$ cat config.mk
export PLATFORM = sky130hd
export DESIGN_NAME = ram_dumper_flat
export DESIGN_NICKNAME = d
export VERILOG_FILES = /design/src/rtl/ram_dumper_if.sv /design/src/rtl/ram_dumper.sv /design/src/flat_wrapper.sv
export SDC_FILE = /design/constraint.sdc
export NUM_CORES = 1
export LEC_CHECK = 0
export ABC_AREA = 1
export BUFFER_PORTS_ARGS = -buffer_cell sky130_fd_sc_hd__clkbuf_2
export CAP_MARGIN = 30
export CORE_ASPECT_RATIO = 0.8
export CORE_UTILIZATION = 58
export CTS_CLUSTER_DIAMETER = 200
export DETAILED_ROUTE_END_ITERATION = 8
export MAX_ROUTING_LAYER = met4
export PLACE_DENSITY = 0.81
export SETUP_SLACK_MARGIN = 0.3
export SLEW_MARGIN = 20
export SYNTH_ARGS = -nofsm -noshare
export SYNTH_HDL_FRONTEND = slang
export SYNTH_SLANG_ARGS = --single-unit
export TNS_END_PERCENT = 10
$ cat constraint.sdc
create_clock -name clk -period 2.7 [get_ports clk]
set_clock_uncertainty 0.1 [all_clocks]
set_input_delay 0.405 -clock clk [delete_from_list [all_inputs] [get_ports clk]]
set_output_delay 0.405 -clock clk [all_outputs]
set_load 0.1 [all_outputs]
$ cat src/rtl/ram_dumper_if.sv
// RAM read port and UART TX handshake shared between ram_dumper and its neighbours.
// master = dumper side (drives address/byte/transmit), slave = RAM + UART side.
// Purely structural: no clocking or state lives in here.
interface ram_dumper_if;
  logic [15:0] ram_addr;
  logic [7:0]  ram_do;
  logic [7:0]  tx_data;
  logic        transmit;
  logic        tx_done;

  modport master (
    output ram_addr,
    output tx_data,
    output transmit,
    input  ram_do,
    input  tx_done
  );

  modport slave (
    input  ram_addr,
    input  tx_data,
    input  transmit,
    output ram_do,
    output tx_done
  );
endinterface

$ cat src/rtl/ram_dumper.sv
// Streams a RAM region out of the UART on a trigger edge while holding the CPU in reset.
// Latency: first transmit 2 cycles after the sampled edge; 3 cycles + UART byte time per byte.
// Backpressure: one byte in flight, next byte only after tx_done. Option: DUMP_CHECKSUM_EN.
module ram_dumper #(
  parameter int MAX_LEN = 65535
) (
  input  logic          clk,
  input  logic          rst,
  input  logic          trigger,
  input  logic [15:0]   start_addr,
  input  logic [15:0]   length,
  output logic          dumping,
  output logic          cpu_rst,
  output logic          done,
  ram_dumper_if.master  bus
);

`ifdef DUMP_CHECKSUM_EN
  typedef enum logic [2:0] {IDLE, READ, LOAD, WAIT_TX, CSUM, FINISH} state_t;
`else
  typedef enum logic [2:0] {IDLE, READ, LOAD, WAIT_TX, FINISH} state_t;
`endif

  localparam logic [15:0] MAX_LEN_W = 16'(MAX_LEN);

  state_t      state;
  state_t      state_nxt;
  logic        trigger_q;
  logic        start;
  logic [15:0] len_clamped;
  logic [15:0] addr;
  logic [15:0] remaining;
  logic [7:0]  tx_data_q;
  logic        dumping_nxt;

`ifdef DUMP_CHECKSUM_EN
  logic [7:0]  sum;
  logic        csum_sent;
  logic [7:0]  csum_byte;

  // Two's complement of the running sum makes the whole stream sum to zero.
  assign csum_byte = ~sum + 8'd1;
`endif

  assign start       = (state == IDLE) && trigger && !trigger_q;
  assign len_clamped = (length > MAX_LEN_W) ? MAX_LEN_W : length;

  // addr doubles as the RAM address; it only moves on start and on tx_done,
  // so it naturally holds its last value while idle.
  assign bus.ram_addr = addr;
  assign bus.transmit = (state == LOAD)
`ifdef DUMP_CHECKSUM_EN
                        || (state == CSUM)
`endif
                        ;
  assign done    = (state == FINISH);
  assign cpu_rst = dumping;

  // State register.
  always_ff @(posedge clk) begin
    if (rst) state <= IDLE;
    else     state <= state_nxt;
  end

  // Next-state decode; dumping falls in the same cycle done pulses.
  always_comb begin
    state_nxt = state;
    case (state)
      IDLE: begin
        if (start) begin
          if (len_clamped == 16'd0) begin
`ifdef DUMP_CHECKSUM_EN
            state_nxt = CSUM;
`else
            state_nxt = FINISH;
`endif
          end else begin
            state_nxt = READ;
          end
        end
      end
      READ:    state_nxt = LOAD;
      LOAD:    state_nxt = WAIT_TX;
      WAIT_TX: begin
        if (bus.tx_done) begin
`ifdef DUMP_CHECKSUM_EN
          if (csum_sent)                   state_nxt = FINISH;
          else if (remaining != 16'd1)     state_nxt = READ;
          else                             state_nxt = CSUM;
`else
          if (remaining != 16'd1)          state_nxt = READ;
          else                             state_nxt = FINISH;
`endif
        end
      end
`ifdef DUMP_CHECKSUM_EN
      CSUM:    state_nxt = WAIT_TX;
`endif
      FINISH:  state_nxt = IDLE;
      default: state_nxt = IDLE;
    endcase
    dumping_nxt = (state_nxt != IDLE) && (state_nxt != FINISH);
  end

  // Datapath: address/count bookkeeping, byte capture, checksum accumulation.
  always_ff @(posedge clk) begin
    if (rst) begin
      trigger_q <= 1'b0;
      addr      <= 16'd0;
      remaining <= 16'd0;
      tx_data_q <= 8'd0;
      dumping   <= 1'b0;
`ifdef DUMP_CHECKSUM_EN
      sum       <= 8'd0;
      csum_sent <= 1'b0;
`endif
    end else begin
      trigger_q <= trigger;
      dumping   <= dumping_nxt;
      case (state)
        IDLE: begin
          if (start) begin
            addr      <= start_addr;
            remaining <= len_clamped;
`ifdef DUMP_CHECKSUM_EN
            sum       <= 8'd0;
            csum_sent <= 1'b0;
`endif
          end
        end
        LOAD: begin
          tx_data_q <= bus.ram_do;
`ifdef DUMP_CHECKSUM_EN
          sum       <= sum + bus.ram_do;
`endif
        end
        WAIT_TX: begin
`ifdef DUMP_CHECKSUM_EN
          if (bus.tx_done && !csum_sent) begin
`else
          if (bus.tx_done) begin
`endif
            addr      <= addr + 16'd1;
            remaining <= remaining - 16'd1;
          end
        end
`ifdef DUMP_CHECKSUM_EN
        CSUM: begin
          tx_data_q <= csum_byte;
          csum_sent <= 1'b1;
        end
`endif
        default: ;
      endcase
    end
  end

  // The byte must be on tx_data in the same cycle transmit pulses, so the
  // freshly read RAM byte (or checksum) bypasses the holding register.
  always_comb begin
    bus.tx_data = tx_data_q;
    if (state == LOAD) bus.tx_data = bus.ram_do;
`ifdef DUMP_CHECKSUM_EN
    if (state == CSUM) bus.tx_data = csum_byte;
`endif
  end

endmodule

$ cat src/flat_wrapper.sv
// flat-port wrapper written by rule: the top's interface ports become plain ports
module ram_dumper_flat 
#(
  parameter int MAX_LEN = 65535
)
  (clk, rst, trigger, start_addr, length, dumping, cpu_rst, done, bus_ram_addr, bus_tx_data, bus_transmit, bus_ram_do, bus_tx_done);
  ram_dumper_if bus_i ();
  input  logic clk;
  input  logic rst;
  input  logic trigger;
  input  logic [15:0] start_addr;
  input  logic [15:0] length;
  output logic dumping;
  output logic cpu_rst;
  output logic done;
  output wire logic [$bits(bus_i.ram_addr)-1:0] bus_ram_addr;
  output wire logic [$bits(bus_i.tx_data)-1:0] bus_tx_data;
  output wire logic [$bits(bus_i.transmit)-1:0] bus_transmit;
  input wire logic [$bits(bus_i.ram_do)-1:0] bus_ram_do;
  input wire logic [$bits(bus_i.tx_done)-1:0] bus_tx_done;
  assign bus_ram_addr = bus_i.ram_addr;
  assign bus_tx_data = bus_i.tx_data;
  assign bus_transmit = bus_i.transmit;
  assign bus_i.ram_do = bus_ram_do;
  assign bus_i.tx_done = bus_tx_done;
  ram_dumper #(.MAX_LEN(MAX_LEN)) u_core (.clk(clk), .rst(rst), .trigger(trigger), .start_addr(start_addr), .length(length), .dumping(dumping), .cpu_rst(cpu_rst), .done(done), .bus(bus_i));
endmodule
==> impl_metrics.env, run 1 <==
export IMPL_status="complete, no violations"
export IMPL_path_clk_slew_ns=0.09
export IMPL_syn_num_nets=536
export IMPL_slew_headroom=0.6387
export IMPL_finalCritPeriodShare=0.8449
export IMPL_drc=0
export IMPL_p_leak_uw=0.001597
export IMPL_min_period_ns=2.281
export IMPL_die_w_um=83.08
export IMPL_n_fill_cell=452
export IMPL_cts_buffers_inserted=5
export IMPL_startpoint="u_core.state[1]"
export IMPL_grtUsageTotal=0.2757
export IMPL_final_max_slew_viol_count=0
export IMPL_ir_drop_uv=571.2
export IMPL_multi_input_area_mm2=0.001738
export IMPL_powerDensity_mw_per_mm2=653.1
export IMPL_rsz0062_at_grt="false"
export IMPL_grt_antenna_before_repair=0
export IMPL_yosys_warnings=0
export IMPL_p_total_uw=2254
export IMPL_drt_total_wl_um=7564
export IMPL_crit_path_max_fanout=26
export IMPL_io_buffers=71
export IMPL_place_hpwl_um=5629
export IMPL_rrSetupSlack_ns=0.71
export IMPL_synth_top_family_by_area="simple AND/OR/NAND/NOR gates"
export IMPL_dr_pass1_iters=5
export IMPL_critPathCaptureType="primary output"
export IMPL_nets=597
export IMPL_dpl_instance_area_mm2=0.003341
export IMPL_path_buf_inv=4
export IMPL_cap_violations=0
export IMPL_crit_family="buffers and inverters"
export IMPL_postRouteAntennaNets=0
export IMPL_overflow=0
export IMPL_yosys_register_bits=45
export IMPL_cts_max_path_buffers=2
export IMPL_synthMuxAreaShare=0
export IMPL_fin_area_mm2=0.003452
export IMPL_clock_latency_ns=0.31
export IMPL_syn_area_per_cell_um2=6.238
export IMPL_synth_ff_type="dfxtp_1"
export IMPL_core_area_mm2=0.005036
export IMPL_start_util=0.6057
export IMPL_vias_per_cell=5.300
export IMPL_final_seq_area_um2=902.1
export IMPL_synth_compound_area_frac=0.1801
export IMPL_cpMaxStageDelayCell="dfxtp_1"
export IMPL_synth_edf_count=0
export IMPL_pin_count=72
export IMPL_whs_ns=0.2074
export IMPL_holdBufCountCts=0
export IMPL_postSynth_asyncResetShare=0
export IMPL_worstReg2RegStart="u_core.state[0]"
export IMPL_crit_type="reg -> out"
export IMPL_clockRootBuffer="clkbuf_8"
export IMPL_crit_path_cell_trace="inv_1, nor2_1, nand2_1, inv_4, or2_2, inv_1, a21oi_1, clkbuf_4"
export IMPL_synth_simple_area_share=0.3716
export IMPL_synth_xor_area_share=0.005742
export IMPL_n_antenna_cell=0
export IMPL_grt_max_degree=33
export IMPL_ys_seq_area_frac=0.2953
export IMPL_cts_max_level=2
export IMPL_cts_tree="built"
export IMPL_worstMarginPinSlew_ns=0.5443
export IMPL_required_ns=2.19
export IMPL_hold_start="trigger"
export IMPL_synth_cell_types=36
export IMPL_utilization=0.6855
export IMPL_hold_violations=0
export IMPL_grt_pass1_vias=2602
export IMPL_hp_class="in -> reg"
export IMPL_start_kind="flip-flop"
export IMPL_row_count=23
export IMPL_synthCells=489
export IMPL_mostFrequentLayoutCell="nand2_1"
export IMPL_setup_violations=0
export IMPL_drtIter0Drc=219
export IMPL_max_freq_mhz=438.4
export IMPL_vias=3249
export IMPL_arrival_ns=1.78
export IMPL_final_cell_mix="nand2_1 (124), nor2_1 (84), clkbuf_2 (63), inv_1 (61), dfxtp_1 (44)"
export IMPL_synth_adder_area_share=0.01231
export IMPL_grt_pass1_wl_um=11920
export IMPL_drive_gt1_frac=0.2142
export IMPL_dieArea_mm2=0.005555
export IMPL_cp_common_cell="inv_1"
export IMPL_synth_cell_area_mm2=0.003050
export IMPL_gp_congestion=0.9453
export IMPL_clkSinkCount=45
export IMPL_fp_dieH_um=66.87
export IMPL_wire_per_inst_um=12.34
export IMPL_area_delta_synth_final_pct=13.17
export IMPL_crit_path_max_incr_delay_ns=0.39
==> final cells by class <==
type,count,share of cell area
inverter,65,0.07213
clock inverter,2,0.004349
sequential,45,0.2613
tap,62,0.02247
multi-input combinational,359,0.5034
timing repair buffer,74,0.1153
clock buffer,6,0.02102
==> sequential cells by signal, indices dropped and copies added (netlist names) <==
name	count
u_core.state	3
u_core.trigger_q	1
u_core.tx_data_q	8
u_core.remaining	16
u_core.cpu_rst	1
u_core.bus.ram_addr	16
==> final timing paths <==
| kind | end | depth (start not counted) |
|---|---|---|
| worst max-delay path | bus_tx_data[7] | 8 |
| worst max register to register | u_core.remaining[8] | 8 |
| worst min register to register | u_core.remaining[8] | 2 |
| worst min-delay path | u_core.trigger_q | 3 |
==> per-layer routing <==
| layer | global-route usage | wire length (um) | share of wire |
|---|---|---|---|
| met3 | 0.04709 | 562 | 0.074 |
| met5 | - | 0 | 0 |
| met1 | 0.3783 | 3619 | 0.48 |
| met4 | 0.07543 | 105 | 0.014 |
| met2 | 0.4211 | 3277 | 0.43 |
==> stage by stage <==
stage	instances	setup TNS (ns)	setup WS, ns
2_1_floorplan	489	-2.565	-0.3206
3_3_place_gp	605	0	0.5633
3_5_place_dp	605	0	0.4844
4_1_cts	613	0	0.1936
5_1_grt	613	0	0.3169
6_report	613	0	0.4189
==> what timing repair did <==
| action | in CTS | in global routing |
|---|---|---|
| buffers inserted | 0 | 0 |
| gates resized for setup | 5 | 9 |
| endpoints found under the setup margin | 8 | 8 |
| pin swaps | 0 | 0 |
==> kinds of logic (layout without fill, tap and decap cells) <==
kind of cell	after synthesis	count (layout)
simple gates	268	268
buf+inv	85	147
flops	45	45
compound gates	86	86
xor+xnor	2	2
fa+ha+maj	3	3
==> worst reg2reg max path: cells and delay by family, from the launching register on <==
| family | cells | cell delay, ns |
|---|---|---|
| AO/OA/AOI/OAI | 1 | 0.15 |
| buffers and inverters | 1 | 0.29 |
| flip-flops | 1 | 0.40 |
| AND/OR/NAND/NOR | 6 | 0.98 |
==> power breakdown <==
| group | internal, uW | total (uW) | leakage, uW | switching [uW] |
|---|---|---|---|---|
| logic | 238 | 1020 | 0.00119 | 782 |
| registers | 735 | 804 | 0.000370 | 68.6 |
| clock network | 183 | 431 | 0.0000374 | 248 |
| total | 1160 | 2250 | 0.00160 | 1100 |
==> cells in the mapped netlist (6+ instances only) <==
cell type | count | area share
dfxtp_1 | 45 | 0.30
inv_1 | 61 | 0.075
nand4_1 | 6 | 0.012
nand2_1 | 124 | 0.15
or2_2 | 8 | 0.016
buf_6 | 8 | 0.030
a21oi_1 | 24 | 0.039
o21ai_0 | 25 | 0.041
a21oi_2 | 11 | 0.032
a211oi_1 | 10 | 0.025
nand3_1 | 33 | 0.054
nor2_1 | 84 | 0.10
Power figures use the tool's default switching activity.
==> run 2: changes to the inputs <==
CORE_UTILIZATION = 54   (was 58)
PLACE_DENSITY = 0.76   (was 0.81)
clock period = 2.2 ns   (was 2.7 ns; I/O delays follow)
==> run 2 against run 1 <==
Final area up 11%. Critical path depth down 1. Register-to-register slack worse by 0.28 ns. Power grew 37%. Sequential power is 23% higher. Worst setup slack lost 0.17 ns. Clock power increased by 48%. Core utilization grew 2.2 points. Via count is 4.0% higher.
==> impl_metrics.env, run 2 (synthesis gave the netlist of run 1 again) <==
export IMPL_rsz0062_at_grt="true"
export IMPL_drtIter0Drc=283
export IMPL_fp_dieH_um=69.23
export IMPL_cts_buffers_inserted=5
export IMPL_dp_slack_ns=0.3350
export IMPL_grt_antenna_before_repair=0
export IMPL_place_hpwl_um=6001
export IMPL_status="complete, no violations"
export IMPL_whs_ns=0.1457
export IMPL_arrival_ns=1.53
export IMPL_min_period_ns=1.956
export IMPL_dpl_instance_area_mm2=0.003607
export IMPL_clkSinkCount=45
export IMPL_required_ns=1.77
export IMPL_drc=0
export IMPL_finalCritPeriodShare=0.8891
export IMPL_final_max_slew_viol_count=0
export IMPL_path_clk_slew_ns=0.09
export IMPL_start_util=0.5612
export IMPL_wire_per_inst_um=12.77
export IMPL_cts_max_path_buffers=2
export IMPL_nets=612
export IMPL_clock_latency_ns=0.30
export IMPL_overflow=0
export IMPL_hp_class="in -> reg"
export IMPL_critPathCaptureType="primary output"
export IMPL_final_seq_area_um2=907.1
export IMPL_cts_tree="built"
export IMPL_fin_area_mm2=0.003845
export IMPL_row_count=24
export IMPL_mostFrequentLayoutCell="nand2_1"
export IMPL_utilization=0.7074
export IMPL_postRouteAntennaNets=0
export IMPL_die_w_um=86.03
export IMPL_multi_input_area_mm2=0.001836
export IMPL_slew_headroom=0.6364
export IMPL_start_kind="flip-flop"
export IMPL_crit_path_max_fanout=8
export IMPL_worstMarginPinSlew_ns=0.5477
export IMPL_core_area_mm2=0.005435
export IMPL_worst_slack_ns=0.2441
export IMPL_drt_total_wl_um=8227
export IMPL_crit_type="reg -> out"
export IMPL_clockRootBuffer="clkbuf_8"
export IMPL_p_leak_uw=0.001738
export IMPL_io_buffers=71
export IMPL_dieArea_mm2=0.005955
export IMPL_grt_pass1_vias=3015
export IMPL_vias=3379
export IMPL_n_antenna_cell=0
export IMPL_final_cell_mix="nand2_1 (123), nor2_1 (82), clkbuf_2 (62), inv_1 (60), dfxtp_1 (42)"
export IMPL_setup_violations=0
export IMPL_max_freq_mhz=511.3
export IMPL_vias_per_cell=5.247
export IMPL_area_delta_synth_final_pct=26.05
export IMPL_hold_violations=0
export IMPL_n_fill_cell=496
export IMPL_ir_drop_uv=411.8
export IMPL_powerDensity_mw_per_mm2=801.1
export IMPL_cap_violations=0
export IMPL_grt_pass1_wl_um=13990
export IMPL_grt_max_degree=32
export IMPL_fin_setup_tns_ns=0
export IMPL_gp_congestion=0.9715
export IMPL_pin_count=72
export IMPL_grtUsageTotal=0.2996
export IMPL_dr_pass1_iters=7
export IMPL_cts_max_level=2
export IMPL_drive_gt1_frac=0.2597
run 2: changes by cell type in the layout (fill, tap and decap cells not counted), sizes merged:
cell,previous run,this run
bufinv,0,1
clkinvlp,2,1
clkinv,0,1
buf,3,26
clkbuf,77,68
run 2: path summary, 6_finish.rpt:
path | from | endpoint | slack, ns | cells past startpoint
max | u_core.state[1] | bus_tx_data[4] | 0.24 | 7
min | trigger | u_core.trigger_q | 0.15 | 3
max reg2reg | u_core.state[1] | u_core.bus.ram_addr[9] | 0.43 | 8
min reg2reg | u_core.remaining[8] | u_core.remaining[8] | 0.41 | 2
run 2: through the flow:
step / instances / power (uW)
6_report: 644 / 3080
5_1_grt: 644 / 3255
4_1_cts: 641 / 3076
3_5_place_dp: 623 / 2404
3_3_place_gp: 623 / 2380
2_1_floorplan: 489 / 2097
run 2: area by class of cell:
type / count / share of cell area
multi-input combinational: 359 / 0.4774
timing repair buffer: 88 / 0.1650
sequential: 45 / 0.2359
clock buffer: 6 / 0.01887
inverter: 65 / 0.06541
timing repair inverter: 1 / 0.001952
tap: 78 / 0.02538
clock inverter: 2 / 0.01009
run 2: metal layers:
| layer | vias to the layer above | share of wire | track usage |
|---|---|---|---|
| met3 | 14 | 0.073 | 0.04286 |
| met2 | 141 | 0.43 | 0.4550 |
| met5 | - | 0 | - |
| met1 | 1513 | 0.48 | 0.4250 |
| li1 | 1711 | - | - |
| met4 | 0 | 0.011 | 0.06296 |
run 2: critical path, stage by stage (launching register included):
cell,delay (ns)
dfxtp_2,0.33
inv_1,0.07
nor2_2,0.04
nand2_2,0.10
clkinvlp_4,0.16
buf_12,0.18
a21oi_4,0.15
buf_12,0.19
run 2: power by group:
| part | internal, uW | leakage, uW | switching (uW) |
|---|---|---|---|
| registers | 902 | 0.000371 | 85.4 |
| logic | 431 | 0.00131 | 1030 |
| clock network | 341 | 0.0000554 | 295 |
run 2: timing repair:
item                                    4_1_cts  5_1_grt
endpoints found under the setup margin       10       20
setup buffers                                 9        3
pin swaps                                     6        2
cloned                                        1        0
hold buffers                                  0        0
resized for setup                             8        4
==> run 3: changes to the inputs <==
--- a/config.mk
+++ b/config.mk
@@ -16,2 +16,3 @@
 export PLACE_DENSITY = 0.76
+export RECOVER_POWER = 50
 export SETUP_SLACK_MARGIN = 0.3
--- a/constraint.sdc
+++ b/constraint.sdc
@@ -4,2 +4,2 @@
 set_output_delay 0.33 -clock clk [all_outputs]
-set_load 0.1 [all_outputs]
+set_load 0.01 [all_outputs]
==> run 3 against run 2 <==
Maximum frequency is 0.73% lower. Sequential cell count stayed put. Combinational power is 45% lower. Power is 21% lower. Via count is 1.7% lower. Hold slack better by 0.0080 ns. Global-route usage is 1.1 points lower. Final area is 7.0% lower. Clock power is 2% higher. Sequential power hardly changed. Core utilization is 4.9 points lower. Cell count stayed put. Critical path type unchanged. Largest power group is now registers.
==> impl_metrics.env, run 3 (synthesis gave the netlist of run 1 again) <==
export IMPL_drive_gt1_frac=0.2067
export IMPL_grt_antenna_before_repair=0
export IMPL_regToRegEndpoint="u_core.remaining[6]"
export IMPL_hp_class="in -> reg"
export IMPL_status="complete, no violations"
export IMPL_drc=0
export IMPL_whs_ns=0.1537
export IMPL_rsz0062_at_grt="true"
export IMPL_core_area_mm2=0.005435
export IMPL_io_buffers=71
export IMPL_n_antenna_cell=0
export IMPL_fin_setup_tns_ns=0
export IMPL_drt_total_wl_um=7955
export IMPL_fp_dieH_um=69.23
export IMPL_min_period_ns=1.970
export IMPL_pwr_share_comb=0.327
export IMPL_grtUsageTotal=0.2883
export IMPL_clockRootBuffer="clkbuf_8"
export IMPL_drtIter0Drc=217
export IMPL_ir_drop_uv=402.1
export IMPL_wl_met2_um=3671
export IMPL_cts_tree="built"
export IMPL_grt_max_degree=50
export IMPL_worstMarginPinSlew_ns=0.8943
export IMPL_hold_start="trigger"
export IMPL_whs_path_depth=3
export IMPL_r2r_cells=7
export IMPL_row_count=24
export IMPL_hold_violations=0
export IMPL_wire_per_inst_um=12.35
export IMPL_worstReg2RegStart="u_core.state[1]"
export IMPL_nets=612
export IMPL_swShare=0.3515
export IMPL_overflow=0
export IMPL_dr_max_layer_used="met4"
export IMPL_drt_met1_wl_um=3756
export IMPL_area_delta_synth_final_pct=17.27
export IMPL_vias=3321
export IMPL_rrSetupSlack_ns=0.23
export IMPL_final_cell_mix="nand2_1 (124), nor2_1 (83), inv_1 (55), clkbuf_2 (50), dfxtp_1 (43)"
export IMPL_mostFrequentLayoutCell="nand2_1"
export IMPL_max_freq_mhz=507.5
export IMPL_place_hpwl_um=5533
export IMPL_wl_met3_um=490
export IMPL_startpoint="u_core.state[1]"
export IMPL_pwr_share_clk=0.267
export IMPL_powerDensity_mw_per_mm2=680.3
export IMPL_setup_violations=0
export IMPL_vias_per_cell=5.157
export IMPL_required_ns=1.77
export IMPL_gp_congestion=0.9332
export IMPL_slew_headroom=0.4038
export IMPL_arrival_ns=1.54
export IMPL_start_util=0.5612
export IMPL_grt_pass1_vias=3020
export IMPL_pin_count=72
export IMPL_whs_endpoint="u_core.trigger_q"
export IMPL_internal_power_uw=1578
export IMPL_cts_max_level=2
export IMPL_start_kind="flip-flop"
export IMPL_die_w_um=86.03
export IMPL_postRouteAntennaNets=0
export IMPL_clock_latency_ns=0.30
export IMPL_final_max_slew_viol_count=0
export IMPL_dr_pass1_iters=5
export IMPL_dieArea_mm2=0.005955
export IMPL_path_clk_slew_ns=0.08
export IMPL_critPathCaptureType="primary output"
export IMPL_switchingPower_uw=855.4
export IMPL_cts_max_path_buffers=2
export IMPL_crit_type="reg -> out"
export IMPL_crit_path_max_fanout=6
export IMPL_seq_power_share=0.405
export IMPL_clkSinkCount=45
export IMPL_cts_buffers_inserted=5
export IMPL_p_leak_uw=0.001610
export IMPL_finalCritPeriodShare=0.8956
export IMPL_holdBufCountCts=0
export IMPL_grt_pass1_wl_um=13610
export IMPL_cap_violations=0
run 3: cell count changes in the layout (fill, tap and decap cells not counted), moves of 2 or more:
cell	change
inv_1	-5
inv_2	+6
clkbuf_1	+23
a21oi_1	+8
dfxtp_2	-2
clkbuf_2	-12
buf_12	-9
buf_2	+2
buf_4	-5
or2_2	-2
or2_4	+2
a21oi_4	-8
run 3: how the worst max path moves through the flow:
stage	end	slack [ns]
2_1_floorplan	bus_tx_data[0]	0.59
3_3_place_gp	bus_tx_data[7]	0.41
3_5_place_dp	bus_tx_data[1]	0.37
4_1_cts	bus_tx_data[0]	0.31
5_1_grt	bus_tx_data[4]	0.12
6_report	bus_tx_data[4]	0.23
run 3: repair_timing:
item | 4_1_cts | 5_1_grt
setup buffers | 4 | 8
endpoints found under the setup margin | 8 | 10
pin swaps | 0 | 1
resized for setup | 6 | 14
gates cloned | 1 | 1
run 3: per-stage QoR:
step / utilization / setup WS [ns] / instance area, um2 / total power (uW) / instances
CTS: 0.6524 / 0.3101 / 3546 / 2418 / 635
global route: 0.6581 / 0.1222 / 3577 / 2605 / 644
floorplan: - / 0.5879 / 3050 / 1557 / 489
global placement: 0.6220 / 0.4079 / 3381 / 1730 / 622
detailed placement: 0.6220 / 0.3714 / 3381 / 1751 / 622
finish: 0.6581 / 0.2297 / 3577 / 2433 / 644
run 3: final cells by class:
| cell class | count | area [um2] |
|---|---|---|
| Clock buffer | 7 | 86.33 |
| Clock inverter | 1 | 30.03 |
| Fill cell | 539 | 1858 |
| Inverter | 65 | 251.5 |
| Multi-Input combinational cell | 359 | 1740 |
| Sequential cell | 45 | 908.4 |
| Tap cell | 78 | 97.59 |
| Timing Repair Buffer | 87 | 449.2 |
| Timing Repair inverter | 2 | 13.76 |
run 3: worst max-delay path, stage by stage, from the launching register on:
cell      delay [ns]
dfxtp_1         0.34
inv_1           0.05
nor2_1          0.04
nand2_1         0.20
clkinv_4        0.10
or2_2           0.29
inv_2           0.07
a21oi_1         0.04
clkbuf_2        0.12
run 3: power by group through the flow:
stage	Clock [uW]	Sequential (uW)	Combinational, uW
floorplan	0	1000	556
global placement	0	1000	726
detailed placement	0	1010	745
CTS	666	987	766
global route	702	1000	901
finish	650	987	797
run 3: per-layer routing:
layer	track usage	vias to the layer above
li1	-	1714
met1	0.4004	1502
met2	0.4559	101
met3	0.03690	4
met4	0.05000	0
met5	-	-
